<file path="src/rtl/inc_dec_sched.sv">
//============================================================================
// Module   : inc_dec_sched
// Purpose  : Round-robin scheduler that shares one WIDTH-bit
//            incrementer/decrementer among NREQ requesters. Requests are
//            accepted one at a time, executed in a single cycle and the
//            tagged result is presented on a valid/ready response port.
// Ports    : clk, rst            - clock, synchronous active-high reset
//            req_valid/op/data   - per-requester request (op 0=inc, 1=dec)
//            req_ready           - one-hot grant, only while idle
//            resp_valid/ready    - response handshake
//            resp_data/carry/id  - result, carry/borrow, owning requester
//            busy                - high while a request is in flight
// Macro    : INC_DEC_SCHED_SAT_EN - when defined, results saturate instead
//            of wrapping; resp_carry still flags the clamp.
// Revision : 1.0 - initial release
//============================================================================
`default_nettype none

module inc_dec_sched #(
    parameter int NREQ  = 4,
    parameter int WIDTH = 4,
    parameter int IDW   = 2
) (
    input  logic                  clk,
    input  logic                  rst,
    input  logic [NREQ-1:0]       req_valid,
    input  logic [NREQ-1:0]       req_op,
    input  logic [NREQ*WIDTH-1:0] req_data,
    output logic [NREQ-1:0]       req_ready,
    output logic                  resp_valid,
    input  logic                  resp_ready,
    output logic [WIDTH-1:0]      resp_data,
    output logic                  resp_carry,
    output logic [IDW-1:0]        resp_id,
    output logic                  busy
);

    typedef enum logic [1:0] {
        S_IDLE = 2'd0,
        S_EXEC = 2'd1,
        S_RESP = 2'd2
    } state_t;

    state_t           r_state;
    logic [IDW-1:0]   r_ptr;
    logic [IDW-1:0]   r_id;
    logic [WIDTH-1:0] r_a;
    logic             r_op;
    logic             r_resp_valid;
    logic [WIDTH-1:0] r_resp_data;
    logic             r_resp_carry;
    logic [IDW-1:0]   r_resp_id;

    logic [2*NREQ-1:0] w_dbl;
    logic [NREQ-1:0]   w_rot;
    logic              w_found;
    logic [IDW-1:0]    w_win;
    logic [WIDTH-1:0]  w_a;
    logic              w_op;
    logic [WIDTH:0]    w_sum;
    logic [WIDTH-1:0]  w_res;
    logic              w_cout;
    logic [IDW-1:0]    w_ptr_next;

    // Arbitration: rotate the valid vector so the pointer position sits at
    // bit 0, then take the lowest set bit. The doubled vector makes the
    // rotation a plain shift.
    always_comb begin
        w_dbl   = {req_valid, req_valid} >> r_ptr;
        w_rot   = w_dbl[NREQ-1:0];
        w_found = 1'b0;
        w_win   = '0;
        for (int k = 0; k < NREQ; k++) begin
            if (!w_found && w_rot[k]) begin
                w_found = 1'b1;
                w_win   = IDW'((int'(r_ptr) + k) % NREQ);
            end
        end
    end

    // Operand/op mux for the winning requester.
    always_comb begin
        w_a  = '0;
        w_op = 1'b0;
        for (int k = 0; k < NREQ; k++) begin
            if (w_win == IDW'(k)) begin
                w_a  = req_data[k*WIDTH +: WIDTH];
                w_op = req_op[k];
            end
        end
    end

    // Shared arithmetic unit. The extra MSB is the carry on increment and
    // the borrow on decrement (0 - 1 sets it).
    always_comb begin
        if (r_op) begin
            w_sum = {1'b0, r_a} - (WIDTH+1)'(1);
        end else begin
            w_sum = {1'b0, r_a} + (WIDTH+1)'(1);
        end
        w_cout = w_sum[WIDTH];
        w_res  = w_sum[WIDTH-1:0];
`ifdef INC_DEC_SCHED_SAT_EN
        if (w_cout) begin
            w_res = r_op ? '0 : '1;
        end
`endif
    end

    assign w_ptr_next = (r_resp_id == IDW'(NREQ-1)) ? '0 : r_resp_id + IDW'(1);

    // Grant is combinational so a requester sees it in the same cycle.
    assign req_ready = (r_state == S_IDLE && !rst && w_found)
                       ? (NREQ'(1) << w_win) : '0;

    always_ff @(posedge clk) begin
        if (rst) begin
            r_state      <= S_IDLE;
            r_ptr        <= '0;
            r_id         <= '0;
            r_a          <= '0;
            r_op         <= 1'b0;
            r_resp_valid <= 1'b0;
            r_resp_data  <= '0;
            r_resp_carry <= 1'b0;
            r_resp_id    <= '0;
        end else begin
            case (r_state)
                S_IDLE: begin
                    if (w_found) begin
                        r_a     <= w_a;
                        r_op    <= w_op;
                        r_id    <= w_win;
                        r_state <= S_EXEC;
                    end
                end
                S_EXEC: begin
                    r_resp_data  <= w_res;
                    r_resp_carry <= w_cout;
                    r_resp_id    <= r_id;
                    r_resp_valid <= 1'b1;
                    r_state      <= S_RESP;
                end
                S_RESP: begin
                    if (resp_ready) begin
                        r_resp_valid <= 1'b0;
                        r_ptr        <= w_ptr_next;
                        r_state      <= S_IDLE;
                    end
                end
                default: begin
                    r_state <= S_IDLE;
                end
            endcase
        end
    end

    assign resp_valid = r_resp_valid;
    assign resp_data  = r_resp_data;
    assign resp_carry = r_resp_carry;
    assign resp_id    = r_resp_id;
    assign busy       = (r_state != S_IDLE);

endmodule

`default_nettype wire

</file>
<file path="config.mk">
export PLATFORM = sky130hd
export DESIGN_NAME = inc_dec_sched
export DESIGN_NICKNAME = d
export VERILOG_FILES = /design/src/rtl/inc_dec_sched.sv
export SDC_FILE = /design/constraint.sdc
export NUM_CORES = 1
export LEC_CHECK = 0
export BUFFER_PORTS_ARGS = -buffer_cell sky130_fd_sc_hd__buf_2
export CORE_MARGIN = 10
export CORE_UTILIZATION = 45
export CTS_BUF_LIST = sky130_fd_sc_hd__clkbuf_2
export DETAILED_ROUTE_END_ITERATION = 12
export PLACE_DENSITY = 0.81
export SLEW_MARGIN = 20
export SYNTH_ARGS = -nofsm -noshare
export SYNTH_HDL_FRONTEND = slang
export SYNTH_SLANG_ARGS = --single-unit
</file>
<file path="constraint.sdc">
create_clock -name clk -period 2.34 [get_ports clk]
set_input_delay 0.468 -clock clk [delete_from_list [all_inputs] [get_ports clk]]
set_output_delay 0.468 -clock clk [all_outputs]
set_load 0.01 [all_outputs]
</file>
---- After elaboration in Yosys (flattened, before gate mapping) ----
Cells that the tools add are included.
cells by class
  $add $sub $neg .......................... 6
  equal/unequal tests ..................... 8
  shifts and indexed selects .............. 2
  multiplexer cells ....................... 24
  reduce and logical (&&, ||, !) cells .... 17
operator list
  operator             count
  $mux 4               5
  $mux 2               7
  $mux 1               9
  $eq 2x2->1 const B   4
  $reduce_and 2->1     4
  $shr 8x2->4          1
  $pmux 2 s3           1
  $add 4x1->5 const B  1
  $logic_and 1x1->1    5
  $mux 5               1
  $sub 4x1->5 const B  1
  $add 2x1->2 const B  2
  $add 2x2->2 const B  2
  $eq 2x1->1 const B   2
  $logic_not 1->1      4
  $logic_not 2->1      2
  $ne 2x2->1 const B   2
  $reduce_bool 2->1    2
  $shl 1x2->4 const A  1
  $pmux 1 s2           1
storage, ports and cells
  bits in registers ....................... 19
  input port bits ......................... 27
  output and inout port bits .............. 13
  word-level logic and storage cells ...... 66

---- Depth between registers and ports, before layout ----
  depth after elaboration ................. 16
  depth in mapped cells ................... 7
  depth with buffers taken out ............ 7

---- Worst setup path after synthesis ----
OpenSTA, ideal clock, no wires.
  kind .................................... in2out
  start point ............................. in req_valid[2]
  end point ............................... out req_ready[1]
  data arrival time ....................... 1471 ps
  required time ........................... 1872 ps
  path slack .............................. 401 ps
  cell stages on the path ................. 6
  buffers on the path ..................... 1
  path through ............................ or2b_1 > a21oi_2 > a211o_4 > buf_6 > nand2b_1 > nor2_1
on the way
  word-level cells in the longest chain between the ends .. 13
  elaborated cells between the ends (all ways) .. 18
  those cells by class .................... 2 x shift; 9 x mux; 7 x reduce/logical
ends and longest elaborated chain
  element                                                  line      text
  start, declared                                          26        input logic [NREQ-1:0] req_valid,
  $shr 8x2->4 (*)                                          69        w_dbl = {req_valid, req_valid} >> r_ptr;
  $mux 1                                                   74        if (!w_found && w_rot[k]) begin
  $logic_not 1->1                                          74
  $logic_and 1x1->1                                        74
  $mux 1                                                   74
  $logic_not 1->1                                          74
  $logic_and 1x1->1                                        74
  $mux 1                                                   74
  $logic_not 1->1                                          74
  $logic_and 1x1->1                                        74
  $mux 2 / $mux 1 (equally long branches)                  74
  $shl 1x2->4 / $logic_and 1x1->1 (equally long branches)  114, 113
  $mux 4 (*)                                               114       ? (NREQ'(1) << w_win) : '0;
  end, declared                                            29        output logic [NREQ-1:0] req_ready,
Every way passes the cells marked *; elsewhere a longest branch is shown, timed or not.

---- Worst setup path after layout ----
  start point ............................. reg r_ptr[0]
  end point ............................... out req_ready[3]
on the way
  word-level cells in the longest chain between the ends .. 13
  elaborated cells between the ends (all ways) .. 21
  those cells by class .................... 3 x add/sub; 2 x shift; 9 x mux; 7 x reduce/logical
ends and longest elaborated chain
  element                                                  line      text
  start, declared                                          45        logic [IDW-1:0] r_ptr;
  start signal, assigned                                   147       r_ptr <= w_ptr_next;
  $shr 8x2->4                                              69
  $mux 1                                                   74
  $logic_not 1->1                                          74
  $logic_and 1x1->1                                        74
  $mux 1                                                   74
  $logic_not 1->1                                          74
  $logic_and 1x1->1                                        74
  $mux 1                                                   74
  $logic_not 1->1                                          74
  $logic_and 1x1->1                                        74
  $mux 2 / $mux 1 (equally long branches)                  74
  $shl 1x2->4 / $logic_and 1x1->1 (equally long branches)  114, 113
  $mux 4 (*)                                               114
Marked as above.

==> run_results.csv <==
group,metric,value,unit
status,outcome,"complete, no violations",
setup_path,r2r-end,"resp_carry$_SDFFE_PP0P_",
clock_network,cts_made_buffers,3,
routing,route.detailed.drc,0,
global_route,grt-ovfl-total,0,
sta,relSlewSlack,58.7,%
power,power.leakage,0.659,nW
yosys,syn_area,0.00109,mm^2
clock_network,clock_latency,0.31,ns
clock_network,cts_tree,"yes",
routing,wire_per_inst,15.0,um
routing,firstDrtPassIters,4,
sta,fin_crit_sh,92.5,%
power,vdd_drop_max,0.000460,V
floorplanning,die_h,69.2,um
yosys,postSynthAreaPerCell,8.84,um^2
routing,routed_wl,2850,um
sta,setup_viol,0,
floorplanning,start_util,48.2,%
global_route,top_usage_layer,"met2",
final_layout,fin_area,0.00132,mm^2
setup_path,path_class,"register to output pin",
setup_path,critPathLaunchType,"register",
setup_path,worst_setup_path_end_kind,"output pin",
sta,worst_slack,0.176,ns
clock_network,htreeDepth,1,
place,dp_cells,186,
place,dp_hpwl,2370,um
place,place_area,0.00129,mm^2
place,port_buffers,39,
yosys,synthCells,123,
global_route,track_usage,11.4,%
yosys,ys_seq_elements,19,
final_layout,antenna-diode-count,0,
setup_path,worstReg2RegStart,"r_op$_SDFFE_PP0P_",
sta,finalWorstPathRequiredPeriod,2.16,ns
global_route,antenna_found_initial,0,
worst_hold_path,min_path_type,"input pin to register",
global_route,grt_use_met2,22.2,%
sta,slew_violations,0,
place,pre_cts_ws,0.260,ns
final_layout,final_cells,190,
routing,viasPerCell,5.24,
clock_network,root_buffer,"clkbuf_2",
worst_hold_path,hold_end,"r_state[1]$_SDFFE_PP0P_",
routing,dr_total_vias,996,
final_layout,finish.utilization,58.3,%
place,globalplace.congestion,0.859,
yosys,syn_nets,155,
sta,fin_skew,0.00580,ns
sta,worst_pin_slew,0.619,ns
final_layout,area_growth,20.9,%
worst_hold_path,hp-start,"resp_ready",
global_route,use_met3,3.99,%
clock_network,postCtsSetupBuffers,0,
final_layout,drive_above_1_share,32.1,%
floorplanning,core,0.00225,mm^2
clock_network,clk_pin_slew_worst_paths,0.18,ns
setup_path,r2r_cells,7,
yosys,yosys_warnings,0,
sta,clock.fmax,462,MHz
global_route,grt_pass1_vias,1081,
clock_network,ctsLongestPathBuffers,2,
global_route,grt_max_degree,20,
final_layout,nNetsFinal,195,
sta,setup_tns,0,ns
job,drv_cap,0,
setup_path,critPathRequiredTime,1.87,ns
floorplanning,die_x,69.2,um
floorplanning,num_io_pins,40,
yosys,synth_cell_type_count,32,
floorplanning,rows,17,
global_route,grt_pass1_wl,4780,um
sta,whs,0.409,ns
global_route,grtUsageMet1,10.9,%
routing,ant_nets,0,
power,p_per_area,565,mW/mm^2
yosys,yosysSeqAreaShare,35.0,%
sta,hold_violations,0,
routing,drt_iter0_markers,29,
setup_path,worstPathArrival,1.70,ns
power,power.total,743,uW
worst_hold_path,hold_depth,3,
setup_path,crit_fanout,13,
setup_path,ff2ff_setup_slack,0.63,ns
sta,rsz0062_at_grt,"no",
clock_network,cts_sinks,19,
floorplanning,dieArea,0.00478,mm^2
==> cell type report <==
type                       count  area (um^2)
fill                         232          940
tap                           28         35.0
clock buffer                   3         15.0
sequential                    19          384
multi-input combinational     92          647
timing repair buffer          40          203
clock inverter                 1         5.00
inverter                       7         26.3
==> power by group <==
part / switching [mW] / internal (mW) / leakage (nW) / total (mW)
Clock: 0.102 / 0.0387 / 0.0164 / 0.140
Sequential: 0.0232 / 0.354 / 0.157 / 0.377
Combinational: 0.121 / 0.104 / 0.486 / 0.225
==> layout by cell type, fill, tap and decap left out, drive strengths merged, types with 2 or more instances in the layout <==
| cell type | instances |
|---|---|
| clkbuf | 3 |
| a211oi | 2 |
| inv | 7 |
| mux2i | 12 |
| nand2 | 12 |
| dfxtp | 19 |
| o21a | 2 |
| a21oi | 12 |
| nand2b | 3 |
| nor2 | 15 |
| o221ai | 5 |
| nor2b | 2 |
| ha | 4 |
| nand3b | 7 |
| o21ai | 2 |
| nor3 | 3 |
| buf | 40 |
==> registers in the layout, indices dropped and copies added, names as in the netlist <==
name / cells
r_a: 4
r_id: 2
r_op: 1
r_ptr: 2
r_state: 2
resp_carry: 1
resp_data: 4
resp_id: 2
resp_valid: 1
==> layer usage <==
layer  share of wire [%]  up-vias
met5                   0        -
met4                 1.5        0
met3                 5.1        6
met2                  56       23
met1                  37      458
li1                    -      509
==> critical path: stages (launching register included) <==
cell	delay, ns
dfxtp_4	0.40
nand2b_2	0.13
a21oi_2	0.06
a211o_4	0.40
nand2b_1	0.18
nor2_1	0.08
buf_2	0.13
==> cell families after synthesis <==
| family | after synthesis | synth area share, % |
|---|---|---|
| simple gates | 47 | 23.9 |
| compound gates | 27 | 17.3 |
| flops | 19 | 35.0 |
| buf+inv | 12 | 5.52 |
| mux | 12 | 11.0 |
| fa+ha+maj | 5 | 6.44 |
| xor+xnor | 1 | 0.806 |
==> cells in the mapped netlist <==
cell / instances / share of area (%)
dfxtp_1: 19 / 35
nor2_1: 14 / 4.8
mux2i_1: 12 / 11
a21oi_1: 11 / 5.1
nand2_1: 10 / 3.5
inv_1: 7 / 2.4
nand3b_1: 7 / 4.8
o221ai_1: 5 / 4.0
ha_1: 4 / 4.6
clkbuf_1: 3 / 1.0
nor3_1: 3 / 1.4
a211oi_1: 2 / 1.4
buf_6: 2 / 2.1
nand2_2: 2 / 1.2
nand2b_1: 2 / 1.2
nor2b_1: 2 / 1.2
o21a_1: 2 / 1.4
o21ai_0: 2 / 0.92
a211o_4: 1 / 1.6
a21o_1: 1 / 0.69
a21oi_2: 1 / 0.81
a31o_1: 1 / 0.81
fa_1: 1 / 1.8
nand2b_2: 1 / 0.81
nor2_8: 1 / 1.8
nor3b_1: 1 / 0.69
o22ai_1: 1 / 0.58
or2_1: 1 / 0.58
or2b_1: 1 / 0.69
or3_1: 1 / 0.58
or3b_2: 1 / 0.81
xnor2_1: 1 / 0.81
==> worst max-delay path by stage <==
stage                                     start      endpoint  slack (ns)  cells after the start
after global routing      r_ptr[0]$_SDFFE_PP0P_  req_ready[1]      0.0002                      6
after global placement             req_valid[2]  req_ready[3]        0.29                      7
final                     r_ptr[0]$_SDFFE_PP0P_  req_ready[3]        0.18                      6
after floorplan                    req_valid[2]  req_ready[1]        0.40                      6
after detailed placement           req_valid[2]  req_ready[3]        0.26                      7
after CTS                 r_ptr[0]$_SDFFE_PP0P_  req_ready[3]        0.10                      6
==> repair_timing <==
item,in CTS,in global routing
hold buffers,0,0
endpoints found under the setup margin,0,2
resized for setup,0,2
Note: power is estimated with default switching activity, not from simulation.
